### src/rtl/conv_psum_collector.sv
// Accumulates D mesh partial-sum lanes over a programmed pass count, saturates, and drains
// each finished tile one word per cycle. Define CONV_COLLECT_RELU_EN to clamp negative sums to 0.
//
// state   | meaning
// S_IDLE  | waiting for start
// S_RUN   | accumulating passes, handing finished tiles to the drain register
// S_FLUSH | all tiles handed off, waiting for the drain register to empty
module conv_psum_collector #(
  parameter int DEPTH = 2,
  parameter int D     = 1 << DEPTH,
  parameter int W     = 16,
  parameter int A     = 7
) (
  input  logic           i_clk,
  input  logic           i_rst_n,
  input  logic           i_start,
  input  logic [7:0]     i_pass_count,
  input  logic [7:0]     i_tile_count,
  input  logic [A-1:0]   i_base_addr,
  input  logic [W*D-1:0] i_psum,
  input  logic           i_psum_valid,
  output logic [W-1:0]   o_out_data,
  output logic [A-1:0]   o_out_addr,
  output logic           o_out_valid,
  input  logic           i_out_ready,
  output logic           o_stall,
  output logic           o_overflow,
  output logic           o_busy,
  output logic           o_done
);

  localparam int AW = W + 8;
  localparam logic signed [AW-1:0] SAT_MAX = {{(AW-W+1){1'b0}}, {(W-1){1'b1}}};
  localparam logic signed [AW-1:0] SAT_MIN = {{(AW-W+1){1'b1}}, {(W-1){1'b0}}};

  typedef enum logic [1:0] {S_IDLE, S_RUN, S_FLUSH} state_t;

  state_t r_state;
  state_t w_state_nxt;

  logic [7:0]           r_pass_total;
  logic [7:0]           r_pass;
  logic [7:0]           r_tile_total;
  logic [7:0]           r_tile;
  logic [A-1:0]         r_tile_base;
  logic [A-1:0]         r_drain_base;
  logic signed [AW-1:0] r_acc [D];
  logic signed [W-1:0]  r_drain [D];
  logic                 r_drain_full;
  logic                 r_pending;
  logic                 r_overflow;
  logic [DEPTH-1:0]     r_lane;

  logic signed [AW-1:0] w_sum [D];
  logic signed [W-1:0]  w_res_new [D];
  logic signed [W-1:0]  w_res_pend [D];
  logic                 w_fire;
  logic                 w_last;
  logic                 w_drain_free;
  logic                 w_accept;
  logic                 w_final;
  logic                 w_xfer_new;
  logic                 w_xfer_pend;
  logic                 w_xfer;
  logic                 w_tiles_done;
  logic                 w_launch;

  function automatic logic signed [W-1:0] f_clip(input logic signed [AW-1:0] v);
    logic signed [AW-1:0] x;
    x = v;
`ifdef CONV_COLLECT_RELU_EN
    if (x < 0) x = '0;
`endif
    if (x > SAT_MAX) x = SAT_MAX;
    else if (x < SAT_MIN) x = SAT_MIN;
    return x[W-1:0];
  endfunction

  always_comb begin
    for (int i = 0; i < D; i++) begin
      w_sum[i]      = r_acc[i] + {{(AW-W){i_psum[W*(i+1)-1]}}, i_psum[W*i +: W]};
      w_res_new[i]  = f_clip(w_sum[i]);
      w_res_pend[i] = f_clip(r_acc[i]);
    end
  end

  // A final pass may hand off on the same edge the drain releases its last word.
  assign w_fire       = r_drain_full && i_out_ready;
  assign w_last       = w_fire && (r_lane == DEPTH'(D-1));
  assign w_drain_free = !r_drain_full || w_last;
  assign w_accept     = (r_state == S_RUN) && i_psum_valid && !r_pending;
  assign w_final      = w_accept && (r_pass == r_pass_total - 8'd1);
  assign w_xfer_new   = w_final && w_drain_free;
  assign w_xfer_pend  = r_pending && w_last;
  assign w_xfer       = w_xfer_new || w_xfer_pend;
  assign w_tiles_done = w_xfer && ((r_tile + 8'd1) == r_tile_total);
  assign w_launch     = (r_state == S_IDLE) && i_start;

  always_comb begin
    w_state_nxt = r_state;
    o_done      = 1'b0;
    case (r_state)
      S_IDLE: begin
        if (i_start) w_state_nxt = (i_tile_count == 8'd0) ? S_FLUSH : S_RUN;
      end
      S_RUN: begin
        if (w_tiles_done) w_state_nxt = S_FLUSH;
      end
      S_FLUSH: begin
        if (!r_drain_full && !r_pending) begin
          o_done      = 1'b1;
          w_state_nxt = S_IDLE;
        end
      end
      default: w_state_nxt = S_IDLE;
    endcase
  end

  always_ff @(posedge i_clk or negedge i_rst_n) begin
    if (!i_rst_n) r_state <= S_IDLE;
    else          r_state <= w_state_nxt;
  end

  always_ff @(posedge i_clk or negedge i_rst_n) begin
    if (!i_rst_n) begin
      r_pass_total <= 8'd1;
      r_pass       <= '0;
      r_tile_total <= '0;
      r_tile       <= '0;
      r_tile_base  <= '0;
      r_drain_base <= '0;
      r_drain_full <= 1'b0;
      r_pending    <= 1'b0;
      r_overflow   <= 1'b0;
      r_lane       <= '0;
      for (int i = 0; i < D; i++) begin
        r_acc[i]   <= '0;
        r_drain[i] <= '0;
      end
    end else begin
      if (w_launch) begin
        r_pass_total <= (i_pass_count == 8'd0) ? 8'd1 : i_pass_count;
        r_tile_total <= i_tile_count;
        r_tile_base  <= i_base_addr;
        r_pass       <= '0;
        r_tile       <= '0;
        r_overflow   <= 1'b0;
        r_pending    <= 1'b0;
        for (int i = 0; i < D; i++) r_acc[i] <= '0;
      end

      if (w_accept) begin
        if (w_xfer_new) begin
          r_pass <= '0;
          for (int i = 0; i < D; i++) r_acc[i] <= '0;
        end else begin
          r_pass <= r_pass + 8'd1;
          for (int i = 0; i < D; i++) r_acc[i] <= w_sum[i];
          if (w_final) r_pending <= 1'b1;
        end
      end

      if ((r_state == S_RUN) && i_psum_valid && r_pending) r_overflow <= 1'b1;

      if (w_xfer_pend) begin
        r_pending <= 1'b0;
        r_pass    <= '0;
        for (int i = 0; i < D; i++) r_acc[i] <= '0;
      end

      if (w_fire) r_lane       <= r_lane + DEPTH'(1);
      if (w_last) r_drain_full <= 1'b0;

      if (w_xfer) begin
        r_drain_full <= 1'b1;
        r_lane       <= '0;
        r_drain_base <= r_tile_base;
        r_tile_base  <= r_tile_base + A'(D);
        r_tile       <= r_tile + 8'd1;
        for (int i = 0; i < D; i++) r_drain[i] <= w_xfer_new ? w_res_new[i] : w_res_pend[i];
      end
    end
  end

  assign o_out_valid = r_drain_full;
  assign o_out_data  = r_drain[r_lane];
  assign o_out_addr  = r_drain_base + A'(r_lane);
  assign o_stall     = r_pending;
  assign o_overflow  = r_overflow;
  assign o_busy      = (r_state != S_IDLE);

endmodule

### config.mk
export PLATFORM = sky130hd
export DESIGN_NAME = conv_psum_collector
export DESIGN_NICKNAME = d
export VERILOG_FILES = /design/src/rtl/conv_psum_collector.sv
export SDC_FILE = /design/constraint.sdc
export NUM_CORES = 1
export LEC_CHECK = 0
export ABC_AREA = 1
export CAP_MARGIN = 25
export CELL_PAD_IN_SITES_DETAIL_PLACEMENT = 1
export CELL_PAD_IN_SITES_GLOBAL_PLACEMENT = 2
export CORE_ASPECT_RATIO = 2
export CORE_MARGIN = 5
export CORE_UTILIZATION = 33
export DETAILED_ROUTE_END_ITERATION = 10
export GPL_TIMING_DRIVEN = 0
export PLACE_DENSITY = 0.89
export SLEW_MARGIN = 20
export SYNTH_ARGS = -nofsm -noshare
export SYNTH_HDL_FRONTEND = slang
export SYNTH_SLANG_ARGS = --single-unit
### constraint.sdc
create_clock -name i_clk -period 2.9 [get_ports i_clk]
set_clock_uncertainty 0.2 [all_clocks]
set_input_delay 0.435 -clock i_clk [delete_from_list [all_inputs] [get_ports i_clk]]
set_output_delay 0.435 -clock i_clk [all_outputs]
set_load 0.02 [all_outputs]
Word level (Yosys, flattened, before mapping)

Cells that the tools add are included.
Widths: inputs -> output; s select.

$add $sub $neg: 10
Magnitude comparators: 17
Equality and inequality tests: 8
Multiplexer cells: 53
Bitwise logic cells: 1
Reductions and logical operators: 25

Operator list:

| kind                 | count |
|---|---|
| $mux 96              | 4 |
| $mux 16              | 22 |
| $gt 24x16->1 const B | 8 |
| $lt 24x16->1 const B | 8 |
| $add 24x24->24       | 4 |
| $mux 8               | 6 |
| $bmux 16 s2          | 1 |
| $add 8x1->8 const B  | 2 |
| $eq 8x8->1           | 2 |
| $logic_not 8->1      | 2 |
| $mux 7               | 2 |
| $mux 2               | 6 |
| $logic_and 1x1->1    | 11 |
| $mux 1               | 11 |
| $reduce_bool 2->1    | 5 |
| $sub 8x1->8 const B  | 1 |
| $add 7x2->7          | 1 |
| $add 7x3->7 const B  | 1 |
| $ne 2x2->1 const B   | 3 |
| $pmux 2 s3           | 1 |
| $eq 2x2->1 const B   | 2 |
| $ge 3x3->1 const B   | 1 |
| $not 2->3            | 1 |
| $reduce_and 3->1     | 1 |
| other kinds (6)      | 8 |

Register bits: 213
Bits of input ports: 92
Output and inout port bits: 28
Word-level logic and storage cells: 133

Logic depth before layout (Yosys ltp)

Gate-level depths: netlist (run 1).

Word-level depth: 9
Depth in mapped cells: 21
Gate-level depth less buffers: 20

Worst setup path after synthesis (run 1)

OpenSTA, ideal clock, no wires.

Path kind: input to register
Start point: in i_psum[48]
End point: reg r_drain[10] (netlist name)
Library setup time: 0.117 ns
Arrival: 2.390 ns
Data required time: 2.583 ns
Path slack: 0.194 ns
Stages on the path: 20
Buffers on the path: 1
Cell sequence: ha_1 inv_1 fa_1 inv_1 nand3_1 nand3_1 nand2_1 nand2_1 nand2_1 nand2_1 nand2_1 nand2_1 nand2_1 nor2_2 nand3_2 a21oi_4 buf_6 nand2_1 nand2_1 nand2_1

Cells in the longest elaborated chain, start to end: 5
Elaborated cells on any way between the ends: 6
Classes of those cells: 1 x add/sub; 2 x order compare; 3 x mux

Ends and longest elaborated chain:

| what                           | RTL line | text |
|---|---|---|
| start: declaration             | 20       | `input logic [W*D-1:0] i_psum,` |
| $add 24x24->24 *               | 81       | `w_sum[i] = r_acc[i] + {{(AW-W){i_psum[W*(i+1)-1]}}, i_psum[W*i +: W]};` |
| $lt 24x16->1                   | 75       | `else if (x < SAT_MIN) x = SAT_MIN;` |
| $mux 16                        | 75       |  |
| $mux 16 *                      | 74       | `if (x > SAT_MAX) x = SAT_MAX;` |
| $mux 16 *                      | 180      | `for (int i = 0; i < D; i++) r_drain[i] <= w_xfer_new ? w_res_new[i] : w_res_pend[i];` |
| end signal: indexed assignment | 138      | `r_drain[i] <= '0;` |
| end: declaration               | 48       | `logic signed [W-1:0] r_drain [D];` |

Every way passes the cells marked *; elsewhere a longest branch is shown, timed or not.
A chain may end at the register's enable or synchronous reset.

Worst setup path in the final report (run 1)

Start point: reg r_lane[0]
End point: out o_out_addr[6]

Cells in the longest elaborated chain, start to end: 1

Ends and longest elaborated chain:

| what                     | RTL line | text |
|---|---|---|
| start: declaration       | 52       | `logic [DEPTH-1:0] r_lane;` |
| start signal: assignment | 171      | `if (w_fire) r_lane <= r_lane + DEPTH'(1);` |
| $add 7x2->7              | 187      | `assign o_out_addr = r_drain_base + A'(r_lane);` |
| end: declaration         | 23       | `output logic [A-1:0] o_out_addr,` |

Every way passes these cells.

==> flow_summary.toml, run 1 <==
[clock_tree]
root_buffer = "clkbuf_16"
cts_max_level = 1
cts_tree = "yes"
clkLatencyLatePin_ps = 550
cts.path.max_buffers = 3
clock_sinks = 213
cts.clk_slew.worst_paths_ps = 80
cts_buffers = 21

[grt]
antenna_found_initial = 4
grt_pass1_vias = 21002
grt_pass1_wl_um = 112900
grt_max_degree = 89
grt_usage = 0.2386
gr-total-overflow = 0

[drt]
wl_per_cell_um = 20.24
routed_wirelength_um = 75550
vias_per_cell = 5.245
drtIter0Drc = 909
firstDrtPassIters = 5
drc = 0
ant_nets = 0
vias = 19574

[placement]
io_buffers = 119
hpwlAfterDp_um = 58760
post-place-cells = 3603
globalplace.congestion = 0.9441

[final_layout]
area_growth_syn_to_layout_pct = 34.66
nets = 3241
finalNonFillerCells = 3732
num-fill-cells = 6832
drive_gt1_frac = 0.2225
area.sequential_mm2 = 0.005383
multi_input_area_mm2 = 0.01300

[floorplan]
core-area_mm2 = 0.05345
die_w_um = 174.2
rows = 120
die_h_um = 338.4
ios = 120
start_util = 0.3329
die_area_mm2 = 0.05894

[pwr]
vdd_drop_max_mv = 0.5548
powerDensity_mw_per_mm2 = 1121
leakagePower_uw = 0.01164

[yosys]
ys_async_sr_fraction = 1.000
synth.cell_area_mm2 = 0.01779
synth_seq_cells = 213
synth-edff-count = 0
ys_seq_area_frac = 0.2996
yosys_warnings = 0
ys_types = 45
synth_area_per_cell_um2 = 6.329
synthCells = 2811
synthesis.nets = 3007
ys.flop_type = "dfrtp_1"

[setup_path]
required_ps = 2270
cp.arrival_ps = 2340
max_stage_delay_ps = 440
worstSetupPathType = "reg2out"
cp_max_fo = 5
cp_cell_sequence = "ha_4 > inv_1 > fa_2 > nor3_4 > nand3_2 > xor2_2 > buf_6"
critPathSlowestCell = "dfrtp_2"
end_kind = "primary output"
cp-start-kind = "flip-flop"

[sta]
hold_viol_final = 0
period_share = 1.024
worst_slack_ps = -71.01
slew_headroom = 0.2656
fmax_mhz = 336.6
finalSetupViolations = 23
tightest_slew_ps = 1102
slew_violations = 0
fin_crit_ps = 2971
rsz0062_at_grt = "true"
whs_ps = 119.5

[status]
status = "finished, violations left"
failed_checks = "negative setup slack"

[flow_run]
drv_cap = 0

[worst_hold_path]
min_path_type = "in2reg"
[sequential cells by signal, indices dropped and copies added (netlist names)]
name	cells
r_pass	8
r_tile	8
r_drain	64
r_state	2
r_acc	96
r_tile_total	8
r_lane	2
o_out_valid	1
o_stall	1
r_drain_base	7
r_pass_total	8
o_overflow	1
r_tile_base	7
[per-stage QoR]
stage | instance area [um^2] | power, uW | TNS, ps | setup WS, ps | util
floorplan | 17790 | 14620 | 0 | 193.7 | -
global placement | 19820 | 19440 | -1787400 | -7918 | 0.3709
detailed placement | 19880 | 19920 | -125860 | -1109 | 0.3720
CTS | 22100 | 24410 | -1005 | -93.77 | 0.4134
global route | 23960 | 28730 | -8710 | -157.1 | 0.4482
finish | 23960 | 26870 | -474.0 | -71.01 | 0.4482
[report_power, final]
| group | switching (uW) | internal [uW] |
|---|---|---|
| Combinational | 11100 | 6790 |
| Clock | 1380 | 1760 |
| Sequential | 1500 | 4300 |
| Total | 14000 | 12900 |
[critical path, delay by kind of cell, from the launching register on]
family | cells | cell delay (ps)
buffers and inverters | 2 | 190
flip-flops | 1 | 440
XOR/XNOR | 1 | 220
AND/OR/NAND/NOR | 2 | 370
adder cells (fa/ha/maj) | 2 | 560
[cell type report]
cell class | instances | area share
Tap cell | 671 | 0.03504
Inverter | 342 | 0.05431
Antenna cell | 1 | 0.0001044
Clock inverter | 15 | 0.008669
Timing Repair Buffer | 212 | 0.08711
Sequential cell | 213 | 0.2247
Multi-Input combinational cell | 2174 | 0.5427
Buffer | 81 | 0.02434
Clock buffer | 23 | 0.02308
[cell usage after synthesis (25+ instances only)]
master | instances | area share
o21ai_0 | 197 | 0.055
a21oi_1 | 63 | 0.018
nand2_1 | 1092 | 0.23
clkbuf_1 | 46 | 0.0097
xor2_1 | 54 | 0.027
ha_1 | 99 | 0.070
dfrtp_1 | 212 | 0.30
nor2_1 | 182 | 0.038
nor3_1 | 25 | 0.0070
xnor2_1 | 34 | 0.017
inv_1 | 325 | 0.069
nand4_1 | 39 | 0.014
o22ai_1 | 30 | 0.011
nand3_1 | 229 | 0.064
[cells in the final DEF (no fill, tap or decap), drive strengths merged]
master / count
a211oi: 3
a21oi: 66
a31oi: 7
a32o: 1
and2: 8
buf: 131
bufinv: 4
clkbuf: 78
clkdlybuf4s15: 9
clkdlybuf4s50: 89
clkinv: 4
clkinvlp: 4
dfrtp: 212
dfstp: 1
diode: 1
dlygate4sd2: 6
dlygate4sd3: 1
dlymetal6s2s: 2
fa: 5
ha: 99
inv: 345
nand2: 1111
nand3: 232
nand3b: 10
nand4: 39
nor2: 199
nor3: 31
nor3b: 1
nor4: 11
o211ai: 2
o21ai: 217
o21bai: 3
o221a: 1
o22ai: 30
or2: 8
xnor2: 35
xor2: 55
[metal layers]
layer,GRT usage,part of all wire,vias to the layer above,wire [um]
met3,0.01932,0.024,192,1793
met1,0.2358,0.35,9586,26520
li1,-,-,9437,-
met2,0.4892,0.57,353,43240
met4,0.1073,0.052,6,3954
met5,0,0.00057,-,43
[cell families (layout without fill, tap and decap cells)]
family	count (synthesis)	after routing	synth area share
compound gates	330	330	0.09866
xor+xnor	90	90	0.04515
fa+ha+maj	104	104	0.07525
buf+inv	425	673	0.09543
flops	213	213	0.2996
other cells	0	1	0
simple gates	1649	1650	0.3859
[path summary, 6_finish.rpt]
kind,from,depth (start not counted),to,slack [ps]
worst min-delay path,i_psum[16],4,r_acc[48]$_DFFE_PN0P_,120
min in group asynchronous,i_rst_n,2,r_tile_total[2]$_DFFE_PN0P_,190
worst max register to register,r_pass_total[0]$_DFFE_PN1P_,14,r_drain[61]$_DFFE_PN0N_,-50
worst min register to register,r_drain[35]$_DFFE_PN0N_,2,r_drain[35]$_DFFE_PN0N_,280
worst max-delay path,r_lane[0]$_DFFE_PN0P_,7,o_out_addr[6],-70
max in group asynchronous,i_rst_n,4,r_acc[75]$_DFFE_PN0P_,1030
[repair_timing]
action / in CTS / in global routing
hold endpoints to repair: 53 / 0
pin swaps: 40 / 124
buffers inserted: 30 / 52
hold buffers: 1 / 0
resized for setup: 281 / 448
setup endpoints to repair: 194 / 139
gates cloned: 3 / 6
Power figures use the tool's default switching activity.
==> inputs of run 2 (changes only) <==
--- a/config.mk
+++ b/config.mk
@@ -14,6 +14,7 @@
 export CORE_UTILIZATION = 33
 export DETAILED_ROUTE_END_ITERATION = 10
 export GPL_TIMING_DRIVEN = 0
+export HOLD_SLACK_MARGIN = 0.1
 export PLACE_DENSITY = 0.89
 export SLEW_MARGIN = 20
 export SYNTH_ARGS = -nofsm -noshare
==> results of run 2 <==
Same layout as run 1: the final DEF is identical, and so are final timing and power.
==> inputs of run 3 (changes only) <==
--- a/config.mk
+++ b/config.mk
@@ -5,17 +5,16 @@
 export SDC_FILE = /design/constraint.sdc
 export NUM_CORES = 1
 export LEC_CHECK = 0
-export ABC_AREA = 1
 export CAP_MARGIN = 25
 export CELL_PAD_IN_SITES_DETAIL_PLACEMENT = 1
 export CELL_PAD_IN_SITES_GLOBAL_PLACEMENT = 2
 export CORE_ASPECT_RATIO = 2
 export CORE_MARGIN = 5
-export CORE_UTILIZATION = 33
+export CORE_UTILIZATION = 37
 export DETAILED_ROUTE_END_ITERATION = 10
 export GPL_TIMING_DRIVEN = 0
 export HOLD_SLACK_MARGIN = 0.1
-export PLACE_DENSITY = 0.89
+export PLACE_DENSITY = 0.9
 export SLEW_MARGIN = 20
 export SYNTH_ARGS = -nofsm -noshare
 export SYNTH_HDL_FRONTEND = slang
==> flow_summary.toml, run 3 <==
[drt]
firstDrtPassIters = 4
vias_per_cell = 5.957
drc = 0
wl_per_cell_um = 24.23
vias = 15029
drtIter0Drc = 564
ant_nets = 0
routed_wirelength_um = 61140

[sta]
fin_crit_ps = 3836
finalSetupTns_ps = -65660
whs_ps = 252.2
hold_viol_final = 0
tightest_slew_ps = 689.5
slew_violations = 0
slew_headroom = 0.5403
worst_slack_ps = -935.9
period_share = 1.323
fmax_mhz = 260.7
rsz0062_at_grt = "true"
finalSetupViolations = 121

[final_layout]
num-fill-cells = 4539
final_cell_mix = "207 x dfrtp_1, 192 x nand2_1, 167 x nor2_1, 88 x clkdlybuf4s50_1, 82 x a22o_1"
area_growth_syn_to_layout_pct = 38.12
final_common_cell = "dfrtp_1"
finalInstanceArea_mm2 = 0.02083
drive_gt1_frac = 0.2669
nets = 2176
multi_input_area_mm2 = 0.01117
area.sequential_mm2 = 0.005338
largest_reg_flops = 96
diodes = 0
biggestRegsByFlops = "r_acc x96, r_drain x64"
top_register = "r_acc"

[yosys]
synthCells = 1732
synth_seq_cells = 213
synth_area_per_cell_um2 = 8.706
synth_area_leaders = "dfrtp_1 35%, ha_1 8.2%, nand2_1 5.5%"
synth_top_cell_by_area = "dfrtp_1"
ys_seq_area_frac = 0.3536
yosys_warnings = 0
synth-edff-count = 0
synthTopCellsByCount = "221 x nand2_1, 212 x dfrtp_1, 178 x nor2_1, 145 x a21oi_1, 121 x o21ai_0"
synth_top_area_frac = 0.3518
synth.cell_area_mm2 = 0.01508
synth_compound_area_frac = 0.2587
ys_async_sr_fraction = 1.000
synth_top_family_by_area = "compound AO/OA/AOI/OAI gates"
synthAdderAreaFrac = 0.08879
ys.flop_type = "dfrtp_1"
synthesis.nets = 1928
ys_types = 89
synth_xor_xnor_area_share = 0.05684
synthSimpleGateAreaFrac = 0.1819
yosysMostFrequentCell = "nand2_1"
synth.mux.area_fraction = 0.02871

[clock_tree]
cts.clk_slew.worst_paths_ps = 70
clock_sinks = 213
cts_max_level = 1
cts_buffers = 21
clkLatencyLatePin_ps = 530
root_buffer = "clkbuf_16"
cts_tree = "yes"
cts.path.max_buffers = 3

[setup_path]
cp.arrival_ps = 4030
cp_max_fo = 6
cp_top_family = "compound AO/OA/AOI/OAI gates"
cp-start-kind = "flip-flop"
max_stage_delay_ps = 520
worstSetupPathType = "reg2reg"
end_kind = "flip-flop"
cp_cell_sequence = "ha_4 > inv_2 > fa_2 > nand2b_4 > a211o_4 > a21oi_4 > o2111a_2 > a21oi_2 > xnor2_2 > nor4_1 > or4b_4 > o32ai_4 > buf_12 > buf_4 > a21oi_1"
path_buf_inv = 3
required_ps = 3090
critPathSlowestCell = "or4b_4"

[placement]
globalplace.congestion = 0.9041
dp_slack_ps = -2043
io_buffers = 119
place_area_mm2 = 0.01763
hpwlAfterDp_um = 44550

[grt]
use_met2 = 0.5163
grt_use_met3 = 0.02959
grt_usage = 0.2604
met1_usage = 0.2512
grt_pass1_wl_um = 93530
antenna_found_initial = 0
top_usage_layer = "met2"
grt_max_degree = 87
gr-total-overflow = 0
grt_pass1_vias = 16659

[flow_run]
drv_cap = 0

[status]
failed_checks = "negative setup slack"
status = "finished, violations left"

[floorplan]
ios = 120
die_area_mm2 = 0.04513
die_w_um = 152.7
die_h_um = 295.5
start_util = 0.3738
rows = 104
core-area_mm2 = 0.04034

[worst_hold_path]
min_path_type = "in2async"

[pwr]
powerDensity_mw_per_mm2 = 1089
vdd_drop_max_mv = 0.3807
leakagePower_uw = 0.009016
run 3: worst reg2reg max path: stages, from the launching register on:
cell and delay, ps:
dfrtp_1 400, ha_4 180, inv_2 40, fa_2 330, nand2b_4 150, a211o_4 350
a21oi_4 180, o2111a_2 280, a21oi_2 90, xnor2_2 150, nor4_1 250, or4b_4 520
o32ai_4 250, buf_12 160, buf_4 120, a21oi_1 70
run 3: final timing paths:
| check | slack (ps) | depth (start not counted) | startpoint | to |
|---|---|---|---|---|
| worst max-delay path | -940 | 15 | r_acc[24]$_DFFE_PN0P_ | r_drain[18]$_DFFE_PN0N_ |
| worst min-delay path | 250 | 2 | i_rst_n | r_acc[24]$_DFFE_PN0P_ |
| worst max register to register | -940 | 15 | r_acc[24]$_DFFE_PN0P_ | r_drain[18]$_DFFE_PN0N_ |
| worst min register to register | 310 | 2 | r_tile_base[0]$_DFFE_PN0P_ | r_drain_base[0]$_DFFE_PN0N_ |
| max in group asynchronous | 1340 | 3 | i_rst_n | r_acc[73]$_DFFE_PN0P_ |
| min in group i_clk | 270 | 3 | i_pass_count[5] | r_pass_total[5]$_DFFE_PN0P_ |
run 3: cells by family (layout without fill, tap and decap cells):
group / count (synthesis) / count (layout)
compound gates: 576 / 576
xor+xnor: 97 / 97
fa+ha+maj: 104 / 104
buf+inv: 119 / 379
flops: 213 / 213
mux: 23 / 23
simple gates: 600 / 601
run 3: layout make-up:
type | instances | share of cell area
buffer | 71 | 0.02722
clock buffer | 32 | 0.03058
clock inverter | 4 | 0.001262
inverter | 43 | 0.008171
multi-input combinational | 1401 | 0.5361
sequential | 213 | 0.2563
tap | 530 | 0.03184
timing repair buffer | 229 | 0.1085
run 3: power breakdown:
group          switching [uW]  leakage (uW)  internal [uW]
Combinational            8140       0.00592           6260
Clock                    1270      0.000326           1510
Sequential               1420       0.00277           4080
run 3: stage by stage:
| stage | util | cells | total power [uW] |
|---|---|---|---|
| finish | 0.5163 | 2523 | 22680 |
| floorplan | - | 1732 | 13090 |
| global placement | 0.4355 | 2381 | 16420 |
| CTS | 0.5001 | 2503 | 21450 |
| global route | 0.5163 | 2523 | 24020 |
| detailed placement | 0.4370 | 2383 | 16830 |
run 3: what timing repair did:
action	CTS	global route
setup buffers	76	29
endpoints found under the hold margin	59	0
endpoints found under the setup margin	217	208
cloned	10	1
pin swaps	110	76
hold buffers	1	0
resized for setup	366	199
run 3: metal layers:
layer  vias up  routed length [um]
li1       6886                   -
met1      7516               20540
met2       422               33550
met3       205                2129
met4         0                4920
met5         -                   0
